**src/rtl/ctrl_pipe_if.sv**
```systemverilog
// ctrl_pipe_if: bundles the ID-side request and the per-stage control outputs
// of the pipelined control unit.
//
// Handshake: id_valid qualifies id_inst. The ID instruction is accepted into EX
// on a rising edge where stall_i=0, flush_i=0 and hazard_stall=0; hazard_stall
// is the inverse of ready, and the producer (IF/ID) must hold id_inst/id_valid
// while it is high. stall_i freezes every stage and overrides all else.
//
// Signals (slave = ctrl_pipe, master = IF/ID + datapath side):
//   id_inst, id_valid, stall_i, flush_i           master -> slave
//   hazard_stall                                  slave -> master (combinational)
//   {ex,mem,wb}_valid/_ctrl/_rd                   slave -> master
//   fwd_a, fwd_b                                  slave -> master (CTRL_FWD_EN only)
// Optional feature macro: CTRL_FWD_EN.
interface ctrl_pipe_if #(
    parameter int INST_WIDTH    = 32,
    parameter int RF_ADDR_WIDTH = 5
);
    localparam int CTRL_W = 18;

    logic [INST_WIDTH-1:0]    id_inst;
    logic                     id_valid;
    logic                     stall_i;
    logic                     flush_i;
    logic                     hazard_stall;
    logic                     ex_valid;
    logic                     mem_valid;
    logic                     wb_valid;
    logic [CTRL_W-1:0]        ex_ctrl;
    logic [CTRL_W-1:0]        mem_ctrl;
    logic [CTRL_W-1:0]        wb_ctrl;
    logic [RF_ADDR_WIDTH-1:0] ex_rd;
    logic [RF_ADDR_WIDTH-1:0] mem_rd;
    logic [RF_ADDR_WIDTH-1:0] wb_rd;
`ifdef CTRL_FWD_EN
    logic [1:0]               fwd_a;
    logic [1:0]               fwd_b;

    modport master (
        output id_inst, id_valid, stall_i, flush_i,
        input  hazard_stall, ex_valid, mem_valid, wb_valid,
        input  ex_ctrl, mem_ctrl, wb_ctrl, ex_rd, mem_rd, wb_rd,
        input  fwd_a, fwd_b
    );
    modport slave (
        input  id_inst, id_valid, stall_i, flush_i,
        output hazard_stall, ex_valid, mem_valid, wb_valid,
        output ex_ctrl, mem_ctrl, wb_ctrl, ex_rd, mem_rd, wb_rd,
        output fwd_a, fwd_b
    );
`else
    modport master (
        output id_inst, id_valid, stall_i, flush_i,
        input  hazard_stall, ex_valid, mem_valid, wb_valid,
        input  ex_ctrl, mem_ctrl, wb_ctrl, ex_rd, mem_rd, wb_rd
    );
    modport slave (
        input  id_inst, id_valid, stall_i, flush_i,
        output hazard_stall, ex_valid, mem_valid, wb_valid,
        output ex_ctrl, mem_ctrl, wb_ctrl, ex_rd, mem_rd, wb_rd
    );
`endif
endinterface

```
**src/rtl/ctrl_pipe.sv**
```systemverilog
// ctrl_pipe: pipelined control unit. Decodes the ID instruction into an 18-bit
// control bundle and carries {valid, ctrl, rd} through EX, MEM and WB. Detects
// RAW hazards between ID sources and in-flight destinations and raises
// hazard_stall; inserts bubbles on hazard, flush or invalid ID.
//
// Ports:
//   clk   rising-edge clock
//   rst   synchronous active-high reset
//   bus   ctrl_pipe_if.slave (ID inputs, stall/flush, stage outputs, forwarding)
//
// Bundle: [17] reg_write [16] mem_write [15] mem_read [14:13] mem_to_reg
//         [12] utype_src [11] jtype_src [10] jalr_src [9] branch [8] jump
//         [7:6] alu_op [5:4] alu_src_a [3:2] alu_src_b [1] csr_we [0] csr_rd
//
// Optional feature macro: CTRL_FWD_EN. When defined, only load-use stalls are
// requested and fwd_a/fwd_b select EX operand forwarding from MEM (10) or WB
// (01). When undefined, any valid writer in EX or MEM stalls a dependent ID.
module ctrl_pipe #(
    parameter int INST_WIDTH    = 32,
    parameter int RF_ADDR_WIDTH = 5
) (
    input  logic         clk,
    input  logic         rst,
    ctrl_pipe_if.slave   bus
);
    localparam int CTRL_W = 18;

    localparam logic [6:0] OP_LUI    = 7'b0110111;
    localparam logic [6:0] OP_AUIPC  = 7'b0010111;
    localparam logic [6:0] OP_JAL    = 7'b1101111;
    localparam logic [6:0] OP_JALR   = 7'b1100111;
    localparam logic [6:0] OP_BRANCH = 7'b1100011;
    localparam logic [6:0] OP_LOAD   = 7'b0000011;
    localparam logic [6:0] OP_STORE  = 7'b0100011;
    localparam logic [6:0] OP_ARI_I  = 7'b0010011;
    localparam logic [6:0] OP_ARI_R  = 7'b0110011;
    localparam logic [6:0] OP_CSR    = 7'b1110011;

    // ---------------- ID decode ----------------
    logic [6:0]               opcode;
    logic [RF_ADDR_WIDTH-1:0] id_rd;
    logic [RF_ADDR_WIDTH-1:0] id_rs1;
    logic [RF_ADDR_WIDTH-1:0] id_rs2;
    logic                     funct3_msb;

    assign opcode     = bus.id_inst[6:0];
    assign id_rd      = bus.id_inst[7 +: RF_ADDR_WIDTH];
    assign id_rs1     = bus.id_inst[15 +: RF_ADDR_WIDTH];
    assign id_rs2     = bus.id_inst[20 +: RF_ADDR_WIDTH];
    assign funct3_msb = bus.id_inst[14];

    // Immediate/funct bits play no part in control decode.
    logic unused_inst_bits;
    assign unused_inst_bits = ^{bus.id_inst[INST_WIDTH-1:25], bus.id_inst[13:12]};

    logic is_lui, is_auipc, is_jal, is_jalr, is_branch;
    logic is_load, is_store, is_ari_i, is_ari_r, is_csr;

    assign is_lui    = (opcode == OP_LUI);
    assign is_auipc  = (opcode == OP_AUIPC);
    assign is_jal    = (opcode == OP_JAL);
    assign is_jalr   = (opcode == OP_JALR);
    assign is_branch = (opcode == OP_BRANCH);
    assign is_load   = (opcode == OP_LOAD);
    assign is_store  = (opcode == OP_STORE);
    assign is_ari_i  = (opcode == OP_ARI_I);
    assign is_ari_r  = (opcode == OP_ARI_R);
    assign is_csr    = (opcode == OP_CSR);

    logic       rd_nz;
    logic       known_op;
    logic       reg_write;
    logic       utype_src;
    logic       jump;
    logic [1:0] mem_to_reg;
    logic [1:0] alu_op;
    logic [1:0] alu_src_a;
    logic [1:0] alu_src_b;
    logic [CTRL_W-1:0] dec_ctrl;

    assign rd_nz     = (id_rd != '0);
    assign known_op  = is_lui | is_auipc | is_jal | is_jalr | is_branch |
                       is_load | is_store | is_ari_i | is_ari_r | is_csr;
    // Unknown opcodes leave every is_* flag low, so the bundle is all zero.
    assign reg_write = known_op & ~is_branch & ~is_store & rd_nz;
    assign utype_src = is_auipc | is_jal | is_jalr;
    assign jump      = is_jal | is_jalr;

    assign mem_to_reg = is_csr   ? 2'b01 :
                        is_load  ? 2'b10 : 2'b00;
    assign alu_op     = is_ari_i ? 2'b11 :
                        is_ari_r ? 2'b10 :
                        is_branch ? 2'b01 : 2'b00;
    assign alu_src_a  = (is_lui | utype_src) ? 2'b01 : 2'b00;
    assign alu_src_b  = (is_load | is_store | is_ari_i | is_lui | is_auipc | jump)
                        ? 2'b01 : 2'b00;

    assign dec_ctrl = {reg_write, is_store, is_load, mem_to_reg, utype_src,
                       jump, is_jalr, is_branch, jump, alu_op, alu_src_a,
                       alu_src_b, is_csr, is_csr & rd_nz};

    // Source use; x0 never creates a dependency.
    logic use_rs1;
    logic use_rs2;
    assign use_rs1 = (is_jalr | is_branch | is_load | is_store | is_ari_i |
                      is_ari_r | (is_csr & ~funct3_msb)) & (id_rs1 != '0);
    assign use_rs2 = (is_branch | is_store | is_ari_r) & (id_rs2 != '0);

    // ---------------- stage registers ----------------
    logic                     ex_valid_q, mem_valid_q, wb_valid_q;
    logic [CTRL_W-1:0]        ex_ctrl_q, mem_ctrl_q, wb_ctrl_q;
    logic [RF_ADDR_WIDTH-1:0] ex_rd_q, mem_rd_q, wb_rd_q;

    // ---------------- hazard detection ----------------
    logic raw;
`ifdef CTRL_FWD_EN
    // Only a load in EX cannot be covered by forwarding.
    assign raw = ex_valid_q & ex_ctrl_q[15] &
                 ((use_rs1 & (ex_rd_q == id_rs1)) | (use_rs2 & (ex_rd_q == id_rs2)));
`else
    logic ex_writes;
    logic mem_writes;
    assign ex_writes  = ex_valid_q & ex_ctrl_q[17];
    assign mem_writes = mem_valid_q & mem_ctrl_q[17];
    assign raw = (use_rs1 & ((ex_writes  & (ex_rd_q  == id_rs1)) |
                             (mem_writes & (mem_rd_q == id_rs1)))) |
                 (use_rs2 & ((ex_writes  & (ex_rd_q  == id_rs2)) |
                             (mem_writes & (mem_rd_q == id_rs2))));
`endif

    logic hazard_stall;
    logic bubble;
    assign hazard_stall = ~rst & bus.id_valid & ~bus.flush_i & raw;
    assign bubble       = bus.flush_i | hazard_stall | ~bus.id_valid;

    always_ff @(posedge clk) begin
        if (rst) begin
            ex_valid_q  <= 1'b0;
            mem_valid_q <= 1'b0;
            wb_valid_q  <= 1'b0;
            ex_ctrl_q   <= '0;
            mem_ctrl_q  <= '0;
            wb_ctrl_q   <= '0;
            ex_rd_q     <= '0;
            mem_rd_q    <= '0;
            wb_rd_q     <= '0;
        end else if (!bus.stall_i) begin
            wb_valid_q  <= mem_valid_q;
            wb_ctrl_q   <= mem_ctrl_q;
            wb_rd_q     <= mem_rd_q;
            mem_valid_q <= ex_valid_q;
            mem_ctrl_q  <= ex_ctrl_q;
            mem_rd_q    <= ex_rd_q;
            if (bubble) begin
                ex_valid_q <= 1'b0;
                ex_ctrl_q  <= '0;
                ex_rd_q    <= '0;
            end else begin
                ex_valid_q <= 1'b1;
                ex_ctrl_q  <= dec_ctrl;
                ex_rd_q    <= id_rd;
            end
        end
    end

`ifdef CTRL_FWD_EN
    // EX sources; stored as x0 when unused or bubbled so they never forward.
    logic [RF_ADDR_WIDTH-1:0] ex_rs1_q, ex_rs2_q;

    always_ff @(posedge clk) begin
        if (rst) begin
            ex_rs1_q <= '0;
            ex_rs2_q <= '0;
        end else if (!bus.stall_i) begin
            if (bubble) begin
                ex_rs1_q <= '0;
                ex_rs2_q <= '0;
            end else begin
                ex_rs1_q <= use_rs1 ? id_rs1 : '0;
                ex_rs2_q <= use_rs2 ? id_rs2 : '0;
            end
        end
    end

    logic mem_fwd_ok, wb_fwd_ok;
    assign mem_fwd_ok = ex_valid_q & mem_valid_q & mem_ctrl_q[17];
    assign wb_fwd_ok  = ex_valid_q & wb_valid_q  & wb_ctrl_q[17];

    always_comb begin
        bus.fwd_a = 2'b00;
        bus.fwd_b = 2'b00;
        if (!rst) begin
            if (mem_fwd_ok && ex_rs1_q != '0 && mem_rd_q == ex_rs1_q)
                bus.fwd_a = 2'b10;
            else if (wb_fwd_ok && ex_rs1_q != '0 && wb_rd_q == ex_rs1_q)
                bus.fwd_a = 2'b01;
            if (mem_fwd_ok && ex_rs2_q != '0 && mem_rd_q == ex_rs2_q)
                bus.fwd_b = 2'b10;
            else if (wb_fwd_ok && ex_rs2_q != '0 && wb_rd_q == ex_rs2_q)
                bus.fwd_b = 2'b01;
        end
    end
`endif

    assign bus.hazard_stall = hazard_stall;
    assign bus.ex_valid     = ex_valid_q;
    assign bus.mem_valid    = mem_valid_q;
    assign bus.wb_valid     = wb_valid_q;
    assign bus.ex_ctrl      = ex_ctrl_q;
    assign bus.mem_ctrl     = mem_ctrl_q;
    assign bus.wb_ctrl      = wb_ctrl_q;
    assign bus.ex_rd        = ex_rd_q;
    assign bus.mem_rd       = mem_rd_q;
    assign bus.wb_rd        = wb_rd_q;
endmodule

```
**src/flat_wrapper.sv**
```systemverilog
// flat-port wrapper written by rule: the top's interface ports become plain ports
module ctrl_pipe_flat 
#(
    parameter int INST_WIDTH    = 32,
    parameter int RF_ADDR_WIDTH = 5
)
  (clk, rst, bus_id_inst, bus_id_valid, bus_stall_i, bus_flush_i, bus_hazard_stall, bus_ex_valid, bus_mem_valid, bus_wb_valid, bus_ex_ctrl, bus_mem_ctrl, bus_wb_ctrl, bus_ex_rd, bus_mem_rd, bus_wb_rd);
  ctrl_pipe_if #(.INST_WIDTH(INST_WIDTH), .RF_ADDR_WIDTH(RF_ADDR_WIDTH)) bus_i ();
  input  logic clk;
  input  logic rst;
  input wire logic [$bits(bus_i.id_inst)-1:0] bus_id_inst;
  input wire logic [$bits(bus_i.id_valid)-1:0] bus_id_valid;
  input wire logic [$bits(bus_i.stall_i)-1:0] bus_stall_i;
  input wire logic [$bits(bus_i.flush_i)-1:0] bus_flush_i;
  output wire logic [$bits(bus_i.hazard_stall)-1:0] bus_hazard_stall;
  output wire logic [$bits(bus_i.ex_valid)-1:0] bus_ex_valid;
  output wire logic [$bits(bus_i.mem_valid)-1:0] bus_mem_valid;
  output wire logic [$bits(bus_i.wb_valid)-1:0] bus_wb_valid;
  output wire logic [$bits(bus_i.ex_ctrl)-1:0] bus_ex_ctrl;
  output wire logic [$bits(bus_i.mem_ctrl)-1:0] bus_mem_ctrl;
  output wire logic [$bits(bus_i.wb_ctrl)-1:0] bus_wb_ctrl;
  output wire logic [$bits(bus_i.ex_rd)-1:0] bus_ex_rd;
  output wire logic [$bits(bus_i.mem_rd)-1:0] bus_mem_rd;
  output wire logic [$bits(bus_i.wb_rd)-1:0] bus_wb_rd;
  assign bus_i.id_inst = bus_id_inst;
  assign bus_i.id_valid = bus_id_valid;
  assign bus_i.stall_i = bus_stall_i;
  assign bus_i.flush_i = bus_flush_i;
  assign bus_hazard_stall = bus_i.hazard_stall;
  assign bus_ex_valid = bus_i.ex_valid;
  assign bus_mem_valid = bus_i.mem_valid;
  assign bus_wb_valid = bus_i.wb_valid;
  assign bus_ex_ctrl = bus_i.ex_ctrl;
  assign bus_mem_ctrl = bus_i.mem_ctrl;
  assign bus_wb_ctrl = bus_i.wb_ctrl;
  assign bus_ex_rd = bus_i.ex_rd;
  assign bus_mem_rd = bus_i.mem_rd;
  assign bus_wb_rd = bus_i.wb_rd;
  ctrl_pipe #(.INST_WIDTH(INST_WIDTH), .RF_ADDR_WIDTH(RF_ADDR_WIDTH)) u_core (.clk(clk), .rst(rst), .bus(bus_i));
endmodule
```
**config.mk**
```make
export PLATFORM = sky130hd
export DESIGN_NAME = ctrl_pipe_flat
export DESIGN_NICKNAME = d
export VERILOG_FILES = /design/src/rtl/ctrl_pipe_if.sv /design/src/rtl/ctrl_pipe.sv /design/src/flat_wrapper.sv
export SDC_FILE = /design/constraint.sdc
export NUM_CORES = 1
export LEC_CHECK = 0
export BUFFER_PORTS_ARGS = -buffer_cell sky130_fd_sc_hd__buf_4
export CAP_MARGIN = 5
export CORE_MARGIN = 2
export CORE_UTILIZATION = 43
export DETAILED_ROUTE_END_ITERATION = 8
export PLACE_DENSITY = 0.76
export SKIP_LAST_GASP = 1
export SLEW_MARGIN = 20
export SYNTH_ARGS = -nofsm -noshare
export SYNTH_HDL_FRONTEND = slang
export SYNTH_SLANG_ARGS = --single-unit
```
**constraint.sdc**
```tcl
create_clock -name clk -period 1.8 [get_ports clk]
set_input_delay 0.27 -clock clk [delete_from_list [all_inputs] [get_ports clk]]
set_output_delay 0.27 -clock clk [all_outputs]
set_load 0.02 [all_outputs]
```
==> out/metrics.cfg <==
[clock_network]
clkSinkCount = 60
cts_tree = done
hold_buffers = 0
clk_path_buf_depth = 2
path_clk_slew_ps = 60
htree_num_levels = 3
cts_inserted_buffers = 9
clock_latency_ps = 330
cts_root_buffer = clkbuf_8

[synth]
yosys-top-cells-area = dfxtp_1 46%, mux2i_1 15%, nor2_1 7.9%
synth_cell_type_count = 33
yosysTopAreaCell = dfxtp_1
async_flop_share = 0
avgSynthCellArea_um2 = 9.70
synth_edf_count = 0
yosys_warnings = 0
syn_area_um2 = 2610
postSynthCellCount = 269
synth-seq-cells = 60
synth_top_area_share = 0.460
ys_seq_area_frac = 0.460
synth_ff_type = dfxtp_1

[detailed_routing]
dr_wl_met2_mm = 3.43
via_count = 2358
drt-wirelength-per-cell_um = 15.0
drtPass1Iterations = 4
routed.top_layer = met4
drt_wl_total_mm = 6.87
wl_met3_um = 377
vias_per_cell = 5.15
drc_errors = 0
drt_iter0_drc = 81
antenna_left = 0
m1WireLength_mm = 2.91

[worst_setup_path]
endpoint_kind = output pin
startpoint_type = register
crit_fanout = 4
required_ps = 1530
r2r-end = u_core.bus.ex_ctrl[17]
startpoint = u_core.bus.mem_rd[1]
r2r_slack_ps = -130
crit_end = bus_hazard_stall
reg2reg_from = u_core.bus.mem_rd[1]
worstRegToRegCells = 8
crit_arrival_ps = 1830
critPathKind = reg -> out

[grt]
grt_antenna_before_repair = 0
grt_first_pass_wirelength_mm = 10.7
overflow = 0
grt.total_usage = 0.210
first_global_vias = 2196
grt_max_degree = 41

[power]
seqPwrFrac = 0.439
leakagePower_nw = 1.83
pwr-share-comb = 0.083
ir_worst_vdd_mv = 0.639
clock_power_share = 0.477
power_mw = 3.05
p_sw_frac = 0.214
intPower_mw = 2.40
powerDensity_nw_per_um2 = 807
switchingPower_uw = 655

[placed_design]
place_ws_ps = -74.7
post-place-cells = 438
dp_hpwl_mm = 4.97
dpl_cell_area_um2 = 3460
gp_congestion = 0.819
port_buffers = 94

[run]
max_cap_violations = 0

[status]
status = complete, but fails checks
violations = setup timing

[cells_and_area]
final_cell_mix = 118 x buf_4, 54 x nor2_1, 53 x dfxtp_1
nNetsFinal = 416
final_cell_count_no_fill = 458
final_common_cell = buf_4
antennaDiodeCount = 0
finalInstanceArea_um2 = 3780
drive_gt1_frac = 0.394
fillers = 508
area_growth_pct = 45.0

[sta]
final_max_slew_viol_count = 0
slew_headroom = 0.513
finalSetupTns_ps = -2400
final_hold_viol_count = 0
tightest_slew_ps = 729
clock.fmax_mhz = 476
rsz0062_at_grt = true
min_period_over_period = 1.17
fin_ws_ps = -302
skew_ps = 8.23
post-route-min-period_ps = 2100
setup_viol = 21

[floorplan]
io_pins = 110
die_x_um = 81.9
std_cell_rows = 28
core_um2 = 5890
die_h_um = 81.9
start_util = 0.443
dieArea_um2 = 6710

[min_path]
hp-class = in -> reg
hold-path-cell-count = 2

[worst max-delay path, cell delays in order (launching register included)]
cell and delay [ps]:
dfxtp_2 330, buf_4 160, xor2_1 160, nor4_1 240, a22oi_1 130, o32a_1 260
nor2_4 90, buf_4 140
[logic make-up (layout without fill, tap and decap cells)]
| kind of cell | count (synthesis) | after routing | share of synthesized area |
|---|---|---|---|
| xor+xnor | 20 | 20 | 0.0671 |
| simple gates | 84 | 84 | 0.142 |
| other cells | 1 | 6 | 0.00144 |
| mux | 40 | 40 | 0.153 |
| flops | 60 | 60 | 0.460 |
| compound gates | 35 | 35 | 0.113 |
| buf+inv | 29 | 138 | 0.0628 |
[flip-flops by register name, indices dropped and copies added, names as in the netlist]
name / count
u_core.bus.ex_ctrl: 14
u_core.bus.mem_ctrl: 14
u_core.bus.wb_ctrl: 14
u_core.bus.ex_rd: 5
u_core.bus.mem_rd: 5
u_core.bus.wb_rd: 5
u_core.bus.ex_valid: 1
u_core.bus.mem_valid: 1
u_core.bus.wb_valid: 1
[stage by stage]
step	hold WS [ps]	utilization
after floorplan	424	-
after global placement	477	0.587
after detailed placement	492	0.587
after CTS	182	0.634
after global routing	196	0.643
final	195	0.643
[power groups by stage]
stage                     logic [mW]  clock network (mW)  registers (mW)
after floorplan                0.132                   0            1.38
after global placement         0.239                   0            1.37
after CTS                      0.247                1.48            1.34
after detailed placement       0.243                   0            1.37
after global routing           0.274                1.54            1.34
final                          0.254                1.46            1.34
[layer usage]
metal,up-vias,track usage
met3,14,0.0571
met4,0,0.100
met5,-,0
met1,1115,0.259
li1,1144,-
met2,85,0.338
[Yosys cell counts (2+ instances only)]
master,n
a32o_1,12
nor2_1,55
or4_1,2
clkbuf_1,8
o21ai_0,4
a21oi_1,4
a22o_1,5
dfxtp_1,60
buf_4,12
a21bo_2,3
xor2_1,20
nand2_1,9
buf_2,2
nand3b_1,2
buf_1,5
mux2i_1,40
nand2b_1,4
nor4_1,6
a22oi_1,2
[timing repair]
action / 4_1_cts / 5_1_grt
setup endpoints to repair: 11 / 21
setup buffers: 3 / 1
pin swaps: 2 / 2
resized for setup: 3 / 6
gates cloned: 1 / 1
[layout make-up]
type                       count  area [um^2]  area share
sequential                    60         1210       0.321
tap                           75         93.8      0.0248
clock inverter                 4         97.6      0.0258
inverter                       1         3.75    0.000992
multi-input combinational    185         1290       0.341
timing repair buffer         122          942       0.249
clock buffer                  11          141      0.0374
[worst min-delay path by stage]
stage / from / end
after CTS: bus_id_inst[10] / u_core.bus.ex_rd[3]
after global placement: u_core.bus.wb_rd[3] / u_core.bus.wb_rd[3]
after floorplan: bus_id_inst[9] / u_core.bus.ex_rd[2]
after detailed placement: u_core.bus.wb_rd[2] / u_core.bus.wb_rd[2]
after global routing: bus_id_inst[9] / u_core.bus.ex_rd[2]
final: bus_id_inst[10] / u_core.bus.ex_rd[3]
No activity file was read; power rests on OpenSTA's default activity.
